==> src/rtl/alu_result_tx.sv <==
// Serialises an ALU result byte and its four flags as one UART-like frame:
// start, 8 result bits, 4 flag bits, parity, stop (LSB first).
//
// state  | meaning
// IDLE   | line high, ready to accept a word
// START  | start bit (0)
// DATA   | result[0..7]
// FLAGS  | flags[0..3]
// PARITY | parity over the 12 payload bits
// STOP   | stop bit (1)
module alu_result_tx #(
    parameter int CLKS_PER_BIT = 4,
    parameter int PARITY_ODD   = 0
) (
    input  logic       clk,
    input  logic       rst_n,
    input  logic       ena,
    input  logic [7:0] result,
    input  logic [3:0] flags,
    input  logic       valid,
    output logic       ready,
    output logic       tx,
    output logic       busy
);

    typedef enum logic [2:0] {
        S_IDLE,
        S_START,
        S_DATA,
        S_FLAGS,
        S_PARITY,
        S_STOP
    } state_t;

    localparam logic [7:0] CNT_RELOAD = 8'(CLKS_PER_BIT - 1);
    localparam logic       PAR_INV    = (PARITY_ODD != 0);

    state_t      state_q, state_d;
    logic [7:0]  cnt_q, cnt_d;
    logic [2:0]  bit_q, bit_d;
    logic [11:0] shift_q, shift_d;
    logic        par_q, par_d;
    logic        tx_q, tx_d;
    logic        ready_q, ready_d;
    logic        busy_q, busy_d;
    logic        bit_end;

    assign bit_end = (cnt_q == 8'd0);

    always_comb begin
        state_d = state_q;
        cnt_d   = cnt_q;
        bit_d   = bit_q;
        shift_d = shift_q;
        par_d   = par_q;
        tx_d    = tx_q;

        // Down-counter runs in every frame state and reloads at each bit boundary.
        if (state_q != S_IDLE) begin
            cnt_d = bit_end ? CNT_RELOAD : (cnt_q - 8'd1);
        end

        case (state_q)
            S_IDLE: begin
                tx_d = 1'b1;
                if (valid && ready_q) begin
                    state_d = S_START;
                    tx_d    = 1'b0;
                    cnt_d   = CNT_RELOAD;
                    bit_d   = 3'd0;
                    shift_d = {flags, result};
                    par_d   = (^{flags, result}) ^ PAR_INV;
                end
            end
            S_START: begin
                if (bit_end) begin
                    state_d = S_DATA;
                    bit_d   = 3'd0;
                    tx_d    = shift_q[0];
                    shift_d = shift_q >> 1;
                end
            end
            S_DATA: begin
                if (bit_end) begin
                    tx_d    = shift_q[0];
                    shift_d = shift_q >> 1;
                    if (bit_q == 3'd7) begin
                        state_d = S_FLAGS;
                        bit_d   = 3'd0;
                    end else begin
                        bit_d = bit_q + 3'd1;
                    end
                end
            end
            S_FLAGS: begin
                if (bit_end) begin
                    if (bit_q == 3'd3) begin
                        state_d = S_PARITY;
                        bit_d   = 3'd0;
                        tx_d    = par_q;
                    end else begin
                        bit_d   = bit_q + 3'd1;
                        tx_d    = shift_q[0];
                        shift_d = shift_q >> 1;
                    end
                end
            end
            S_PARITY: begin
                if (bit_end) begin
                    state_d = S_STOP;
                    tx_d    = 1'b1;
                end
            end
            S_STOP: begin
                tx_d = 1'b1;
                if (bit_end) begin
                    state_d = S_IDLE;
                end
            end
            default: begin
                state_d = S_IDLE;
                tx_d    = 1'b1;
            end
        endcase

        ready_d = (state_d == S_IDLE);
        busy_d  = (state_d != S_IDLE);
    end

    always_ff @(posedge clk) begin
        if (!rst_n) begin
            state_q <= S_IDLE;
            cnt_q   <= 8'd0;
            bit_q   <= 3'd0;
            shift_q <= 12'd0;
            par_q   <= 1'b0;
            tx_q    <= 1'b1;
            ready_q <= 1'b1;
            busy_q  <= 1'b0;
        end else if (ena) begin
            state_q <= state_d;
            cnt_q   <= cnt_d;
            bit_q   <= bit_d;
            shift_q <= shift_d;
            par_q   <= par_d;
            tx_q    <= tx_d;
            ready_q <= ready_d;
            busy_q  <= busy_d;
        end
    end

    assign ready = ready_q;
    assign tx    = tx_q;
    assign busy  = busy_q;

endmodule

==> config.mk <==
export PLATFORM = sky130hd
export DESIGN_NAME = alu_result_tx
export DESIGN_NICKNAME = d
export VERILOG_FILES = /design/src/rtl/alu_result_tx.sv
export SDC_FILE = /design/constraint.sdc
export NUM_CORES = 1
export LEC_CHECK = 0
export ABC_AREA = 1
export CAP_MARGIN = 20
export CORE_MARGIN = 5
export CORE_UTILIZATION = 28
export CTS_BUF_LIST = sky130_fd_sc_hd__clkbuf_4 sky130_fd_sc_hd__clkbuf_8 sky130_fd_sc_hd__clkbuf_16
export CTS_CLUSTER_DIAMETER = 100
export DETAILED_ROUTE_END_ITERATION = 8
export DONT_BUFFER_PORTS = 1
export MAX_ROUTING_LAYER = met4
export PLACE_DENSITY = 0.51
export SLEW_MARGIN = 5
export SYNTH_ARGS = -nofsm -noshare
export SYNTH_HDL_FRONTEND = slang
export SYNTH_SLANG_ARGS = --single-unit
==> constraint.sdc <==
create_clock -name clk -period 4.7 [get_ports clk]
set_input_delay 0.94 -clock clk [delete_from_list [all_inputs] [get_ports clk]]
set_output_delay 0.94 -clock clk [all_outputs]
set_load 0.05 [all_outputs]
# After elaboration in Yosys (flattened, before gate mapping)

Index checks and enable logic that the tools add are counted.

Add/sub/neg operators: 2
$mul: 0
Divide/modulo/power cells: 0
$lt $le $gt $ge: 0
Eq/ne operators: 14
Shifts and indexed selects: 0
Mux-type cells: 31
Bitwise logic cells: 0
Reductions and logical operators: 14

Operator list:

| cell                  | number |
|---|---|
| $mux W12              | 4 |
| $mux W3               | 14 |
| $pmux W12 S3          | 1 |
| $mux W8               | 4 |
| $pmux W3 S6           | 1 |
| $ne A2 B2 Y1 const B  | 6 |
| $pmux W3 S4           | 1 |
| $reduce_and A6 Y1     | 2 |
| $reduce_xor A12 Y1    | 1 |
| $eq A3 B2 Y1 const B  | 3 |
| $eq A3 B3 Y1 const B  | 3 |
| $reduce_bool A3 Y1    | 3 |
| $logic_not A8 Y1      | 1 |
| $sub A8 B1 Y8 const B | 1 |
| $logic_not A3 Y1      | 2 |
| $mux W1               | 5 |
| $pmux W1 S4           | 1 |
| $reduce_and A4 Y1     | 1 |
| $reduce_bool A4 Y1    | 1 |
| $add A3 B1 Y3 const B | 1 |
| $eq A3 B1 Y1 const B  | 1 |
| $reduce_and A3 Y1     | 1 |
| $ne A2 B1 Y1 const B  | 1 |
| $reduce_or A2 Y1      | 1 |
| $logic_and A1 B1 Y1   | 1 |

Flip-flop bits (word level): 30
Latch bits: 0
Bits in writable memories: 0
Bits in read-only memories: 0
Input port bits: 16
Output and inout port bits: 3
Word-level logic and storage cells: 69
Memories kept: 0

# Depth between registers and ports, before layout

Gate-level depths: netlist of the first run.

Depth in word-level cells: 5
Depth in mapped cells: 12
Mapped depth without buffers: 12

# Worst setup path after synthesis of the first run

Ideal clock, no wire load.

Kind: input -> register
Start point: in valid
End point: reg shift_q[10]
Arrival: 1.698 ns
Required time: 4.583 ns
Path slack: 2.885 ns
Stages: 8
Path buffers: 1
Cells stage by stage: nand2_1 > nand2_4 > nand2_2 > nor2_2 > nand3_4 > buf_6 > o21ai_1 > a21oi_1

Cells in the longest elaborated chain, start to end: 3

Ends and longest elaborated chain:

| item                               | line | text |
|---|---|---|
| start: declaration                 | 20   | `input logic valid,` |
| $logic_and A1 B1 Y1                | 66   | `if (valid && ready_q) begin` |
| $ne A2 B2 Y1 (no source line)      | n/a  |  |
| $reduce_and A6 Y1 (no source line) | n/a  |  |
| end signal: assignment             | 144  | `shift_q <= shift_d;` |
| end: declaration                   | 41   | `logic [11:0] shift_q, shift_d;` |

No other way between the ends.
A chain may end at the register's enable or synchronous reset.

# Worst setup path after layout of the first run

Start point: reg ready_q, in the netlist ready
End point: out ready

RTL lines:

| item                     | line | text |
|---|---|---|
| start: declaration       | 44   | `logic ready_q, ready_d;` |
| start signal: assignment | 147  | `ready_q <= ready_d;` |
| end: declaration         | 21   | `output logic ready,` |

No word-level cell between the ends.

==> results.toml, run 1 <==
[min_path]
worstHoldPathType = "flip-flop to flip-flop"
hold_path_end = "bit_q[1]"
worstHoldPathCells = 2
worstHoldStart = "bit_q[1]"

[synth]
synthTopCellsByArea = "dfxtp_1, nand2_1, inv_1"
ys_types = 33
synth_top_area_frac = 0.312
seq_area_frac_synth = 0.312
synth_nets = 294
synth_flop_cell = "dfxtp_1"
yosysWarnings = 0
netlist_area_um2 = 1930
async_flop_share = 0
synth_area_per_cell_um2 = 7.05
synth_area_leader_cell = "dfxtp_1"
syn-instance-count = 273
ys_seq_elements = 30
synth_edf_count = 0

[sta]
fin_crit_ns = 1.90
skew_ns = 0.0144
setup_viol_count_final = 0
fmax_mhz = 526
hold_violations = 0
finalCritPeriodShare = 0.405
relSlewSlack = 0.626
tightest_slew_ns = 0.560
rsz0062_at_grt = "false"
slew_violations = 0
tns_ns = 0

[clock_network]
clk_pin_slew_worst_paths_ns = 0.07
cts-resized-gates = 0
cts_buffer_depth = 2
htreeDepth = 2
post_cts_buffers = 0
tritoncts = "done"
cts_made_buffers = 5
clockRootBuffer = "clkbuf_8"
clkSinkCount = 30
hold_buffers = 0
clk_latency_ns = 0.29

[critical_path]
cp.required_ns = 3.76
ff2ff_path_depth = 7
cp-end-kind = "output port"
cp_num_cells = 0
r2r_setup_slack_ns = 2.83
cp_max_fo = 3
r2r-end = "shift_q[0]"
startpoint_type = "flip-flop"
crit_type = "flip-flop to output port"
crit-reg2reg-launch = "ready"
arrival_ns = 0.96

[cells_and_area]
fin_nets = 293
final_cell_mix = "nand2_1, inv_1, dfxtp_1"
final_common_cell = "nand2_1"
n_antenna_cell = 0
drive_gt1_frac = 0.150
area_delta_synth_final_pct = 7.60
nFillCells = 762

[global_route]
grt_pass1_vias = 1577
grt_max_degree = 25
grt_remaining_overflow = 0
antenna_found_initial = 0
grt_usage = 0.106
grt_pass1_wl_um = 7120

[route]
drt_iter0_drc = 60
vias = 1606
ant_nets = 0
drtPass1Iterations = 4
wl_um = 3950
routedWlPerCell_um = 11.2
drc_errors = 0
via_per_inst = 4.55

[floorplanning]
die_area_um2 = 8640
std_cell_rows = 30
die_w_um = 92.9
coreArea_um2 = 6760
io_pins = 19
die_y_um = 92.9
start_util = 0.285

[power_and_ir_drop]
peakVddDrop_mv = 0.143
p_leak_nw = 0.867
p_per_area_nw_per_um2 = 388
power_mw = 0.804

[outcome]
status = "completed"

[place]
numPortBuffers = 0
place_hpwl_um = 3000
gp_congestion = 0.874

[run]
drv_cap = 0
==> per-layer routing <==
layer | wire (um) | vias up | global-route usage
li1 | - | 868 | -
met1 | 1920 | 712 | 0.133
met2 | 1780 | 22 | 0.158
met3 | 193 | 4 | 0.0357
met4 | 46 | 0 | 0.0366
met5 | 0 | - | -
==> flip-flops by register name, indices dropped and copies added (netlist names) <==
name / flops
state_q: 3
shift_q: 12
tx: 1
bit_q: 3
busy: 1
ready: 1
cnt_q: 8
par_q: 1
==> final cells by class <==
type,count,area (um^2),share of cell area
Sequential cell,30,601,0.290
Tap cell,80,100,0.0483
Clock buffer,5,68.8,0.0332
Multi-Input combinational cell,193,1100,0.530
Clock inverter,3,45.0,0.0217
Inverter,42,160,0.0773
==> per-stage QoR <==
step	hold WS, ns	area, um^2	cells	setup slack [ns]	util
6_report	0.446	2070	353	2.80	0.307
4_1_cts	0.451	2070	353	2.78	0.307
3_5_place_dp	0.440	1960	345	2.66	0.290
5_1_grt	0.469	2070	353	2.67	0.307
3_3_place_gp	0.439	1960	345	2.68	0.290
2_1_floorplan	0.421	1930	273	2.88	-
==> worst max path at each step <==
stage / from / to / slack (ns)
floorplan: valid / shift_q[10] / 2.88
global placement: valid / shift_q[0] / 2.68
detailed placement: valid / shift_q[0] / 2.66
CTS: ready / ready / 2.78
global route: ready / shift_q[3] / 2.67
finish: ready / ready / 2.80
==> cells by family (layout without fill, tap and decap cells) <==
kind of cell	after synthesis	after routing	synth area share
simple gates	107	107	0.277
flops	30	30	0.312
fa+ha+maj	5	5	0.0325
xor+xnor	14	14	0.0637
buf+inv	50	50	0.118
compound gates	67	67	0.197
==> synth_stat cells (all sizes together) (2+ instances only) <==
cell type	instances
nand2	57
inv	42
o21ai	39
nor2	34
dfxtp	30
a21oi	24
nand3	9
xor2	8
xnor2	6
buf	5
ha	5
clkbuf	3
and3	2
nand3b	2
==> where the power goes <==
part           leakage [nW]  switching (mW)  internal (mW)
logic                 0.570           0.137         0.0802
clock network        0.0504           0.109          0.158
registers             0.247          0.0336          0.286
No activity file was read; power rests on OpenSTA's default activity.
==> run 2, diff against run 1 <==
--- a/config.mk
+++ b/config.mk
@@ -14,7 +14,7 @@
 export DETAILED_ROUTE_END_ITERATION = 8
 export DONT_BUFFER_PORTS = 1
 export MAX_ROUTING_LAYER = met4
-export PLACE_DENSITY = 0.51
+export PLACE_DENSITY = 0.53
 export SLEW_MARGIN = 5
 export SYNTH_ARGS = -nofsm -noshare
 export SYNTH_HDL_FRONTEND = slang
==> constraint.sdc (replaced) <==
create_clock -name clk -period 1.6 [get_ports clk]
set_input_delay 0.32 -clock clk [delete_from_list [all_inputs] [get_ports clk]]
set_output_delay 0.32 -clock clk [all_outputs]
set_load 0.05 [all_outputs]
==> run 2 against run 1 <==
Compared with the run above:
- sequential cell count unchanged
- non-clock buffer count grew 21
- final cell count rose by 5.9%
- combinational power rose to 3.9 times the previous value
- sequential power increased to 2.9 times the previous value
- via count up 4.6%
- final area grew 12%
- clock skew shrank 0.0072 ns
- critical path depth is 9 higher
==> results.toml, run 2 (synthesis results as in run 1) <==
[critical_path]
crit_type = "flip-flop to flip-flop"
arrival_ns = 1.67
cp-end-kind = "flip-flop"
crit-reg2reg-launch = "cnt_q[6]"
cp.required_ns = 1.77
startpoint_type = "flip-flop"
r2r_setup_slack_ns = 0.1
cp_max_fo = 12
ff2ff_path_depth = 9
r2r-end = "shift_q[0]"

[power_and_ir_drop]
switchingPower_mw = 0.841
p_int_mw = 1.65
p_seq_frac = 0.368
power_mw = 2.49
p_leak_nw = 1.00
power_frac_comb = 0.341
switching_share = 0.337
p_per_area_nw_per_um2 = 1070
peakVddDrop_mv = 0.367
p_clk_frac = 0.291

[sta]
skew_ns = 0.00719
setup_ws_ns = 0.0959
finalCritPeriodShare = 0.940
tightest_slew_ns = 0.531
slew_violations = 0
relSlewSlack = 0.646
hold_violations = 0
setup_viol_count_final = 0
fin_crit_ns = 1.50
fmax_mhz = 665

[min_path]
hold_path_end = "ready"
worstHoldPathType = "primary input to flip-flop"
worstHoldStart = "rst_n"
worstHoldPathCells = 1

[clock_network]
post_cts_buffers = 0
clkSinkCount = 30
cts_made_buffers = 5
cts_buffer_depth = 2
clk_pin_slew_worst_paths_ns = 0.07
htreeDepth = 2
tritoncts = "done"
clockRootBuffer = "clkbuf_8"
clk_latency_ns = 0.28

[floorplanning]
std_cell_rows = 30
die_y_um = 92.9
die_w_um = 92.9
die_area_um2 = 8640
coreArea_um2 = 6760
start_util = 0.285
io_pins = 19

[route]
drc_errors = 0
drtPass1Iterations = 4
wl_um = 4210
via_per_inst = 4.49
wl_met1_um = 1990
vias = 1680
ant_nets = 0
top_layer = "met4"
wl_met2_um = 1950
met3_length_um = 239
routedWlPerCell_um = 11.3
drt_iter0_drc = 43

[global_route]
grt_pass1_wl_um = 7100
grt_max_degree = 25
grt_remaining_overflow = 0
antenna_found_initial = 0
grt_pass1_vias = 1638
grt_usage = 0.105

[cells_and_area]
largest_register_ffs = 12
final_cell_mix = "nand2_1, inv_1, dfxtp_1"
final_common_cell = "nand2_1"
area_delta_synth_final_pct = 20.5
drive_gt1_frac = 0.248
n_antenna_cell = 0
final_util = 0.343
fin_nets = 314
reg_top3 = "shift_q x12, cnt_q x8"
max_flop_register = "shift_q"

[place]
numPortBuffers = 0
dp_slack_ns = 0.0508
place_hpwl_um = 3100
gp_congestion = 0.844

[run]
drv_cap = 0

[outcome]
status = "completed"
## run 2: power groups by stage
stage | registers (mW) | logic, mW | clock network (mW)
2_1_floorplan | 0.939 | 0.594 | 0
3_3_place_gp | 0.931 | 0.789 | 0
3_5_place_dp | 0.932 | 0.795 | 0
4_1_cts | 0.916 | 0.798 | 0.756
5_1_grt | 0.927 | 0.960 | 0.791
6_report | 0.917 | 0.850 | 0.726
## run 2: through the flow
| stage | instance area [um^2] | cells | hold slack, ns | TNS, ns |
|---|---|---|---|---|
| 5_1_grt | 2320 | 374 | 0.108 | -0.00547 |
| 3_3_place_gp | 2130 | 365 | 0.400 | 0 |
| 4_1_cts | 2240 | 373 | 0.111 | 0 |
| 2_1_floorplan | 1930 | 273 | 0.421 | 0 |
| 6_report | 2320 | 374 | 0.118 | 0 |
| 3_5_place_dp | 2130 | 365 | 0.405 | 0 |
## run 2: area by class of cell
class	instances	area [um^2]
sequential	30	603
fill	729	4440
multi-input combinational	193	1140
inverter	42	160
tap	80	100
timing repair buffer	21	204
clock buffer	8	110
## run 2: worst max-delay path, stage by stage, from the launching register on
cell and delay (ns):
dfxtp_1 0.32, nor2_1 0.20, nand2_4 0.10, nor2_8 0.11
nor2_2 0.06, nor2_4 0.14, nand3_4 0.10, buf_12 0.16
o21ai_0 0.14, a21oi_1 0.05
## run 2: worst max-delay path by stage
| stage | from | end | cells after the start |
|---|---|---|---|
| finish | cnt_q[6] | shift_q[0] | 9 |
| global placement | bit_q[0] | shift_q[0] | 9 |
| floorplan | cnt_q[0] | shift_q[10] | 10 |
| CTS | bit_q[0] | shift_q[0] | 9 |
| global route | bit_q[0] | ready | 11 |
| detailed placement | bit_q[0] | shift_q[0] | 9 |
## run 2: timing repair
item                                    4_1_cts  5_1_grt
hold buffers                                  0        0
endpoints found under the setup margin        0       17
resized for setup                             0       15
## run 2: routing by layer
layer	GRT usage	vias to the layer above
met5	-	-
met3	0.0374	4
met2	0.170	19
met1	0.123	750
met4	0.0293	0
li1	-	907
==> run 3, diff against run 2 <==
--- a/config.mk
+++ b/config.mk
@@ -7,14 +7,14 @@
 export LEC_CHECK = 0
 export ABC_AREA = 1
 export CAP_MARGIN = 20
-export CORE_MARGIN = 5
+export CORE_MARGIN = 2
 export CORE_UTILIZATION = 28
 export CTS_BUF_LIST = sky130_fd_sc_hd__clkbuf_4 sky130_fd_sc_hd__clkbuf_8 sky130_fd_sc_hd__clkbuf_16
 export CTS_CLUSTER_DIAMETER = 100
 export DETAILED_ROUTE_END_ITERATION = 8
 export DONT_BUFFER_PORTS = 1
 export MAX_ROUTING_LAYER = met4
-export PLACE_DENSITY = 0.53
+export PLACE_DENSITY = 0.51
 export SLEW_MARGIN = 5
 export SYNTH_ARGS = -nofsm -noshare
 export SYNTH_HDL_FRONTEND = slang
==> constraint.sdc (replaced) <==
create_clock -name clk -period 1.7 [get_ports clk]
set_input_delay 0.34 -clock clk [delete_from_list [all_inputs] [get_ports clk]]
set_output_delay 0.34 -clock clk [all_outputs]
set_load 0.05 [all_outputs]
==> run 3 against run 2 <==
Compared with the run above:
- sequential power fell by 5.7%
- clock power fell by 17%
- clock skew rose by 0.0015 ns
- utilization fell by 2.0 points
- worst hold slack improved by 0.0091 ns
- non-clock buffer count fell by 10
- final cell count fell by 2.4%
- sequential share of layout area rose by 1.6 points
- register-to-register slack improved by 0.03 ns
- largest power group unchanged
==> results.toml, run 3 (synthesis results as in run 1) <==
[outcome]
status = "completed"

[cells_and_area]
reg_top3 = "shift_q x12, cnt_q x8"
final_cell_mix = "nand2_1, inv_1, dfxtp_1"
layout.area.seq_um2 = 601
max_flop_register = "shift_q"
n_antenna_cell = 0
drive_gt1_frac = 0.207
nFillCells = 702
multi_input_area_um2 = 1140
final_common_cell = "nand2_1"
finalInstanceArea_um2 = 2170
largest_register_ffs = 12
fin_nets = 305
area_delta_synth_final_pct = 12.9

[critical_path]
r2r_setup_slack_ns = 0.13
crit_type = "flip-flop to flip-flop"
cp-end-kind = "flip-flop"
ff2ff_path_depth = 8
cp.required_ns = 1.93
r2r-end = "shift_q[5]"
cp_max_fo = 12
arrival_ns = 1.80
crit-reg2reg-launch = "bit_q[0]"
startpoint_type = "flip-flop"

[place]
place_hpwl_um = 3060
numPortBuffers = 0
dpl_cell_area_um2 = 2040
gp_congestion = 0.773
dp_slack_ns = 0.0212

[floorplanning]
die_w_um = 86.9
std_cell_rows = 30
io_pins = 19
start_util = 0.287
die_area_um2 = 7560
die_y_um = 86.9
coreArea_um2 = 6720

[route]
ant_nets = 0
drt_iter0_drc = 66
vias = 1674
drtPass1Iterations = 4
wl_um = 4250
drc_errors = 0
via_per_inst = 4.59
routedWlPerCell_um = 11.6

[sta]
setup_viol_count_final = 0
fmax_mhz = 636
hold_slack_ns = 0.127
relSlewSlack = 0.645
rsz0062_at_grt = "false"
setup_ws_ns = 0.129
finalCritPeriodShare = 0.924
tightest_slew_ns = 0.532
slew_violations = 0
hold_violations = 0
skew_ns = 0.00868
fin_crit_ns = 1.57
tns_ns = 0

[power_and_ir_drop]
peakVddDrop_mv = 0.442
p_leak_nw = 0.919
p_per_area_nw_per_um2 = 1000

[clock_network]
htreeDepth = 2
cts_made_buffers = 5
clkSinkCount = 30
cts_buffer_depth = 2
clk_pin_slew_worst_paths_ns = 0.08
hold_buffers = 0
clockRootBuffer = "clkbuf_8"
tritoncts = "done"
post_cts_buffers = 0
cts-resized-gates = 0
clk_latency_ns = 0.29

[run]
drv_cap = 0

[min_path]
worstHoldStart = "rst_n"
hold_path_end = "ready"
worstHoldPathCells = 1
worstHoldPathType = "primary input to flip-flop"

[global_route]
grt_pass1_vias = 1561
antenna_found_initial = 0
grt_max_degree = 25
grt_usage = 0.123
grt_pass1_wl_um = 7080
grt_remaining_overflow = 0
[run 3: changes by cell type in the layout (fill, tap and decap cells not counted), sizes merged]
cell and delta:
buf -9, clkbuf -4, clkinv +2, clkinvlp +1, nand3 +1
[run 3: layout make-up]
type	count	area share
Timing Repair Buffer	11	0.0380
Inverter	42	0.0737
Clock buffer	5	0.0317
Tap cell	80	0.0461
Sequential cell	30	0.276
Clock inverter	3	0.00979
Multi-Input combinational cell	194	0.524
[run 3: worst max path at each step]
stage                        start          end  slack (ns)  cells past startpoint
after floorplan              ready  shift_q[10]         0.1                      8
after global placement    cnt_q[1]   shift_q[5]        0.06                      9
after detailed placement  cnt_q[0]   shift_q[5]        0.02                      9
after CTS                 bit_q[0]   shift_q[5]        0.02                      8
after global routing      bit_q[0]        ready        0.01                     10
final                     bit_q[0]   shift_q[5]        0.13                      8
[run 3: metrics by stage]
| step | utilization | cells | total power [mW] |
|---|---|---|---|
| floorplan | - | 273 | 1.44 |
| global placement | 0.304 | 356 | 1.56 |
| detailed placement | 0.304 | 356 | 1.57 |
| CTS | 0.317 | 364 | 2.17 |
| global route | 0.323 | 365 | 2.34 |
| finish | 0.323 | 365 | 2.18 |
[run 3: critical path: stages, from the launching register on]
cell     delay (ns)
dfxtp_1        0.33
ha_1           0.21
ha_1           0.20
inv_1          0.06
nor2_2         0.05
nor2_4         0.18
nand3_4        0.19
buf_4          0.19
a21oi_2        0.11
[run 3: power breakdown]
group	total (mW)	leakage, nW	switching, mW	internal [mW]
registers	0.865	0.247	0.0750	0.790
logic	0.716	0.628	0.433	0.283
clock network	0.601	0.0441	0.313	0.288
total	2.18	0.919	0.821	1.36
[run 3: per-layer routing]
metal / routed length, um / track usage / up-vias
met4: 61 / 0.0469 / 0
met1: 2030 / 0.152 / 755
met3: 185 / 0.0313 / 5
met2: 1970 / 0.194 / 22
li1: - / - / 892
met5: 0 / - / -
